--- src/rtl/unified_mem_arbiter.sv ---
// Single-port memory arbiter sequencing instruction fetch and data access for a multicycle CPU.
// Define ARB_TIMEOUT_EN to add the ack-timeout watchdog (HALT state, sticky err).
module unified_mem_arbiter #(
  parameter int unsigned DATA_W = 32
) (
  input  logic              CLK,
  input  logic              RESET_N,
  input  logic [31:0]       iaddr,
  input  logic [31:0]       daddr,
  input  logic [DATA_W-1:0] ddata_w,
  input  logic              d_rw,
  input  logic              d_req,
  output logic [DATA_W-1:0] idata,
  output logic [DATA_W-1:0] ddata_r,
  output logic              cpu_en,
  output logic [31:0]       mem_addr,
  output logic [DATA_W-1:0] mem_wdata,
  output logic              mem_we,
  output logic              mem_req,
  input  logic              mem_ack,
  input  logic [DATA_W-1:0] mem_rdata,
  output logic [31:0]       instr_count,
  output logic              err
);

  localparam int unsigned CNT_W = 32;
  localparam logic [DATA_W-1:0] NOP_INSTR = DATA_W'(32'h0000_0013);

  typedef enum logic [1:0] {
    FETCH  = 2'd0,
    DATA   = 2'd1,
    COMMIT = 2'd2
`ifdef ARB_TIMEOUT_EN
    , HALT = 2'd3
`endif
  } state_t;

  state_t             state;
  state_t             next_state;
  logic               data_done;
  logic [CNT_W-1:0]   count_q;
  logic               req_phase;
  logic               take_instr;
  logic               take_data;
  logic               retire;
  logic               halt_hit;

  assign req_phase   = (state == FETCH) || (state == DATA);
  assign instr_count = count_q;

  // Memory request drives; forced idle while reset is asserted.
  assign mem_req   = RESET_N & req_phase;
  assign mem_we    = RESET_N & (state == DATA) & d_rw;
  assign mem_addr  = (state == DATA) ? daddr : iaddr;
  assign mem_wdata = (state == DATA) ? ddata_w : '0;

`ifdef ARB_TIMEOUT_EN
  logic [7:0] tmo_cnt;
  logic       err_q;

  assign halt_hit = req_phase && !mem_ack && (tmo_cnt == 8'd254);
  assign err      = err_q;

  // Counts unacknowledged request cycles; the 255th one trips HALT.
  always_ff @(posedge CLK or negedge RESET_N) begin
    if (!RESET_N) begin
      tmo_cnt <= 8'd0;
      err_q   <= 1'b0;
    end else begin
      if (req_phase && mem_ack) begin
        tmo_cnt <= 8'd0;
      end else if (req_phase && (tmo_cnt != 8'hFF)) begin
        tmo_cnt <= tmo_cnt + 8'd1;
      end
      if (halt_hit) begin
        err_q <= 1'b1;
      end
    end
  end
`else
  assign halt_hit = 1'b0;
  assign err      = 1'b0;
`endif

  // State register.
  always_ff @(posedge CLK or negedge RESET_N) begin
    if (!RESET_N) begin
      state <= FETCH;
    end else begin
      state <= next_state;
    end
  end

  // Next-state decode; mem_ack only matters in the two request states.
  always_comb begin
    next_state = state;
    take_instr = 1'b0;
    take_data  = 1'b0;
    retire     = 1'b0;
    case (state)
      FETCH: begin
        if (mem_ack) begin
          take_instr = 1'b1;
          next_state = COMMIT;
        end
      end
      DATA: begin
        if (mem_ack) begin
          take_data  = 1'b1;
          next_state = COMMIT;
        end
      end
      COMMIT: begin
        if (d_req && !data_done) begin
          next_state = DATA;
        end else begin
          retire     = 1'b1;
          next_state = FETCH;
        end
      end
`ifdef ARB_TIMEOUT_EN
      HALT: begin
        next_state = HALT;
      end
`endif
      default: begin
        next_state = FETCH;
      end
    endcase
    if (halt_hit) begin
`ifdef ARB_TIMEOUT_EN
      next_state = HALT;
`endif
      take_instr = 1'b0;
      take_data  = 1'b0;
    end
  end

  // Datapath registers and the retire pulse/counter.
  always_ff @(posedge CLK or negedge RESET_N) begin
    if (!RESET_N) begin
      idata     <= NOP_INSTR;
      ddata_r   <= '0;
      cpu_en    <= 1'b0;
      data_done <= 1'b0;
      count_q   <= '0;
    end else begin
      cpu_en <= retire;
      if (take_instr) begin
        idata <= mem_rdata;
      end
      if (take_data && !d_rw) begin
        ddata_r <= mem_rdata;
      end
      if (retire || cpu_en) begin
        data_done <= 1'b0;
      end else if (take_data) begin
        data_done <= 1'b1;
      end
      if (retire) begin
        count_q <= count_q + CNT_W'(1);
      end
    end
  end

endmodule

--- config.mk ---
export PLATFORM = sky130hd
export DESIGN_NAME = unified_mem_arbiter
export DESIGN_NICKNAME = d
export VERILOG_FILES = /design/src/rtl/unified_mem_arbiter.sv
export SDC_FILE = /design/constraint.sdc
export NUM_CORES = 1
export LEC_CHECK = 0
export BUFFER_PORTS_ARGS = -buffer_cell sky130_fd_sc_hd__buf_2
export CELL_PAD_IN_SITES_DETAIL_PLACEMENT = 1
export CELL_PAD_IN_SITES_GLOBAL_PLACEMENT = 2
export CORE_MARGIN = 5
export CORE_UTILIZATION = 25
export CTS_CLUSTER_DIAMETER = 100
export DETAILED_ROUTE_END_ITERATION = 7
export GPL_TIMING_DRIVEN = 0
export MAX_ROUTING_LAYER = met4
export PLACE_DENSITY = 0.83
export RECOVER_POWER = 25
export SLEW_MARGIN = 0
export SYNTH_ARGS = -nofsm -noshare
export SYNTH_HDL_FRONTEND = slang
export SYNTH_SLANG_ARGS = --single-unit
--- constraint.sdc ---
create_clock -name CLK -period 1.9 [get_ports CLK]
set_clock_uncertainty 0.05 [all_clocks]
set_input_delay 0.19 -clock CLK [delete_from_list [all_inputs] [get_ports CLK]]
set_output_delay 0.19 -clock CLK [all_outputs]
set_load 0.01 [all_outputs]
==> summary.md <==
| Metric | Value |
|---|---|
| Status | `complete, but fails checks` |
| Failing checks | `hold timing, setup timing` |
| Die Area | `21500 sq um` |
| Layout cells sized above 1 | `0.659` |
| Die W | `147 um` |
| HP Class | `in -> async` |
| Share of the synthesized area in the top cell type | `0.520` |
| Area growth, synth to finish | `54.4%` |
| Syn. warnings | `0` |
| Via density | `4.53` |
| CP peak stage delay | `0.41 ns` |
| Crit path time final | `1.95 ns` |
| Fin Hold WS | `-0.251 ns` |
| Vias in the first global route | `4504` |
| Port Buffers | `295` |
| Clock Root Buffer | `clkbuf_16` |
| 1st-pass router iterations | `4` |
| Dominant synthesized flop cell | `dfrtp_1` |
| Most common cell in the netlist | `dfrtp_1` |
| Max frequency | `513 MHz` |
| Slew @ Worst Pin | `0.547 ns` |
| HPWL after DPL | `14600 um` |
| Synthesized instance count | `353` |
| Final worst setup slack | `-0.0492 ns` |
| Final period util | `1.03` |
| Placeable Area | `18500 sq um` |
| Critical path buffer and inverter count | `3` |
| CP arrival | `1.71 ns` |
| Synth async-reset ratio | `1.00` |
| CP cell instances | `nor2b_4, clkbuf_16, buf_16, mux2_4, buf_6` |
| Starting Density | `0.252` |
| Synth Net Count | `487` |
| Post-synthesis sequential area ratio | `0.537` |
| Max_cap viols | `0` |
| Number of synthesized flops with an enable pin | `0` |
| Synth area leader | `dfrtp_1` |
| Largest net degree at the start of global routing | `60` |
| Final nets | `801` |
| Internal power | `4660 uW` |
| Startpoint types | `flip-flop` |
| Routed vias | `4108` |
| H-tree levels | `3` |
| Final Power | `6820 uW` |
| Leak | `0.00367 uW` |
| Drt wl/cell | `20.0 um` |
| Delay-heaviest family, CP | `buffers and inverters` |
| Maximum fanout along the worst path | `5` |
| Seq pwr share | `0.427` |
| Slowest CP cell | `dfrtp_1` |
| Clk slew on worst S/H paths | `0.08 ns` |
| CTS tree | `built` |
| DRT iter0 DRCs | `140` |
| Fin. Hold Viols | `57` |
| Post-Route WL | `18100 um` |
| Row count | `50` |
| Ant diodes | `0` |
| Post-synth top cells | `97 x dfrtp_1, 93 x mux2_2, 34 x and2_1, 29 x xnor2_1, 15 x nand3_1` |
| Inserted Clock Buffers | `9` |
| Clk pwr share | `0.264` |
| Max IR drop VDD | `0.521 mV` |
| Slew HR | `0.634` |
| Bufs on Longest Clock Path | `2` |
| Final Wtd Congestion | `0.916` |
| Max-slew violations | `0` |
| Post-synthesis cell type count | `32` |
| Critical path data required time | `1.66 ns` |
| Critical path class | `reg -> out` |
| RSZ-0062 raised after global routing | `yes` |
| Grt total ovfl | `0` |
| Routed Antenna Nets | `0` |
| Critical path endpoint category | `output port` |
| Sw power | `2160 uW` |
| Seq cells post-synth | `100` |
| Die height | `147 um` |
| Mapped Area | `4660 sq um` |
| PD cells | `947 nW/um^2` |
| Post-route setup TNS | `-0.805 ns` |
| Sw Ratio | `0.316` |
| Global-route wire length before repair | `26900 um` |
| Avg Inst Size Synth | `13.2 sq um` |
| Drt drc | `0` |
| Ranking of synthesized cells by area | `dfrtp_1 52%, mux2_2 22%, xnor2_1 5.4%, and2_1 4.6%, nand4_1 1.9%` |
| Clock Latency Late Sink | `0.34 ns` |
| Sink Count | `100` |
| Comb power frac | `0.309` |
| Initial antenna violation count | `0` |
| Final setup violation count | `23` |
| Total global-route track usage | `0.165` |
| # IOs | `297` |
[layout by cell type, fill, tap and decap left out, types with 3 or more instances in the layout]
cell         n
buf_2      268
dfrtp_1     96
mux2_2      71
and2_1      33
xnor2_1     29
buf_6       28
mux2_4      22
buf_4       15
nand3_1     15
nand4_1     14
clkbuf_16   11
nand2_1      8
and3_1       7
nor2_1       4
mux2_1       4
nor3_4       3
dfstp_2      3
[power groups by stage]
stage          clock network (uW)  registers [uW]  logic [uW]
2_1_floorplan                   0            3160         703
3_3_place_gp                    0            2920        1890
3_5_place_dp                    0            2960        1950
4_1_cts                      1870            2920        2080
5_1_grt                      1960            2980        2260
6_report                     1800            2910        2110
[layer usage]
metal,GRT usage,part of all wire,vias to the layer above
li1,-,-,1859
met1,0.175,0.37,2055
met2,0.296,0.54,170
met3,0.0391,0.061,24
met4,0.0630,0.029,0
met5,-,0,-
[repair_timing]
action / in CTS / in global routing
gates resized for setup: 61 / 33
cloned: 1 / 2
buffers inserted: 5 / 1
pin swaps: 1 / 3
endpoints found under the setup margin: 65 / 104
endpoints found under the hold margin: 57 / 57
[worst register-to-register path, delay by kind of cell (launching register included)]
kind	cells	cell delay (ns)
flip-flops	1	0.41
AND/OR/NAND/NOR	1	0.26
buffers and inverters	3	0.57
multiplexers	1	0.36
[area by class of cell]
class                           count  area [sq um]
Fill cell                        2082         11300
Multi-Input combinational cell    233          2160
Clock inverter                      6          53.8
Tap cell                          234           293
Sequential cell                   100          2510
Buffer                             17           144
Inverter                            1          3.75
Timing Repair Buffer              305          1800
Clock buffer                       10           239
[sequential cells by signal, summed over array words and instances, names as in the netlist]
name and cells:
data_done 1, instr_count 32, idata 32, cpu_en 1, ddata_r 32, state 2
[path summary, 6_finish.rpt]
| path | startpoint | endpoint | slack, ns | cells past startpoint |
|---|---|---|---|---|
| setup reg to reg | state[1] | ddata_r[14] | 0.13 | 5 |
| min in group CLK | mem_rdata[31] | idata[31] | 0.03 | 2 |
| hold reg to reg | cpu_en | data_done | 0.38 | 1 |
| max in group asynchronous | RESET_N | idata[0] | 1.40 | 2 |
| setup / recovery | state[1] | mem_addr[19] | -0.05 | 5 |
| hold / removal | RESET_N | idata[23] | -0.25 | 1 |
[through the flow]
stage,utilization,instances,setup slack (ns),cell area [sq um]
2_1_floorplan,-,353,0.251,4660
3_3_place_gp,0.347,882,-0.844,6430
3_5_place_dp,0.349,883,-0.107,6460
4_1_cts,0.380,905,-0.118,7040
5_1_grt,0.389,906,-0.117,7200
6_report,0.389,906,-0.0492,7200
[cells by family (layout without fill, tap and decap cells)]
family                   Yosys count  count (layout)  share of synthesized area
multiplexers                      97              97                      0.234
AND/OR/NAND/NOR                  100             100                      0.139
other                              1               1                   0.000804
XOR/XNOR                          31              31                     0.0582
adder cells (fa/ha/maj)            1               1                    0.00268
AO/OA/AOI/OAI                      3               3                    0.00402
flip-flops                       100             100                      0.537
buffers and inverters             20             339                     0.0236
Power figures use the tool's default switching activity.
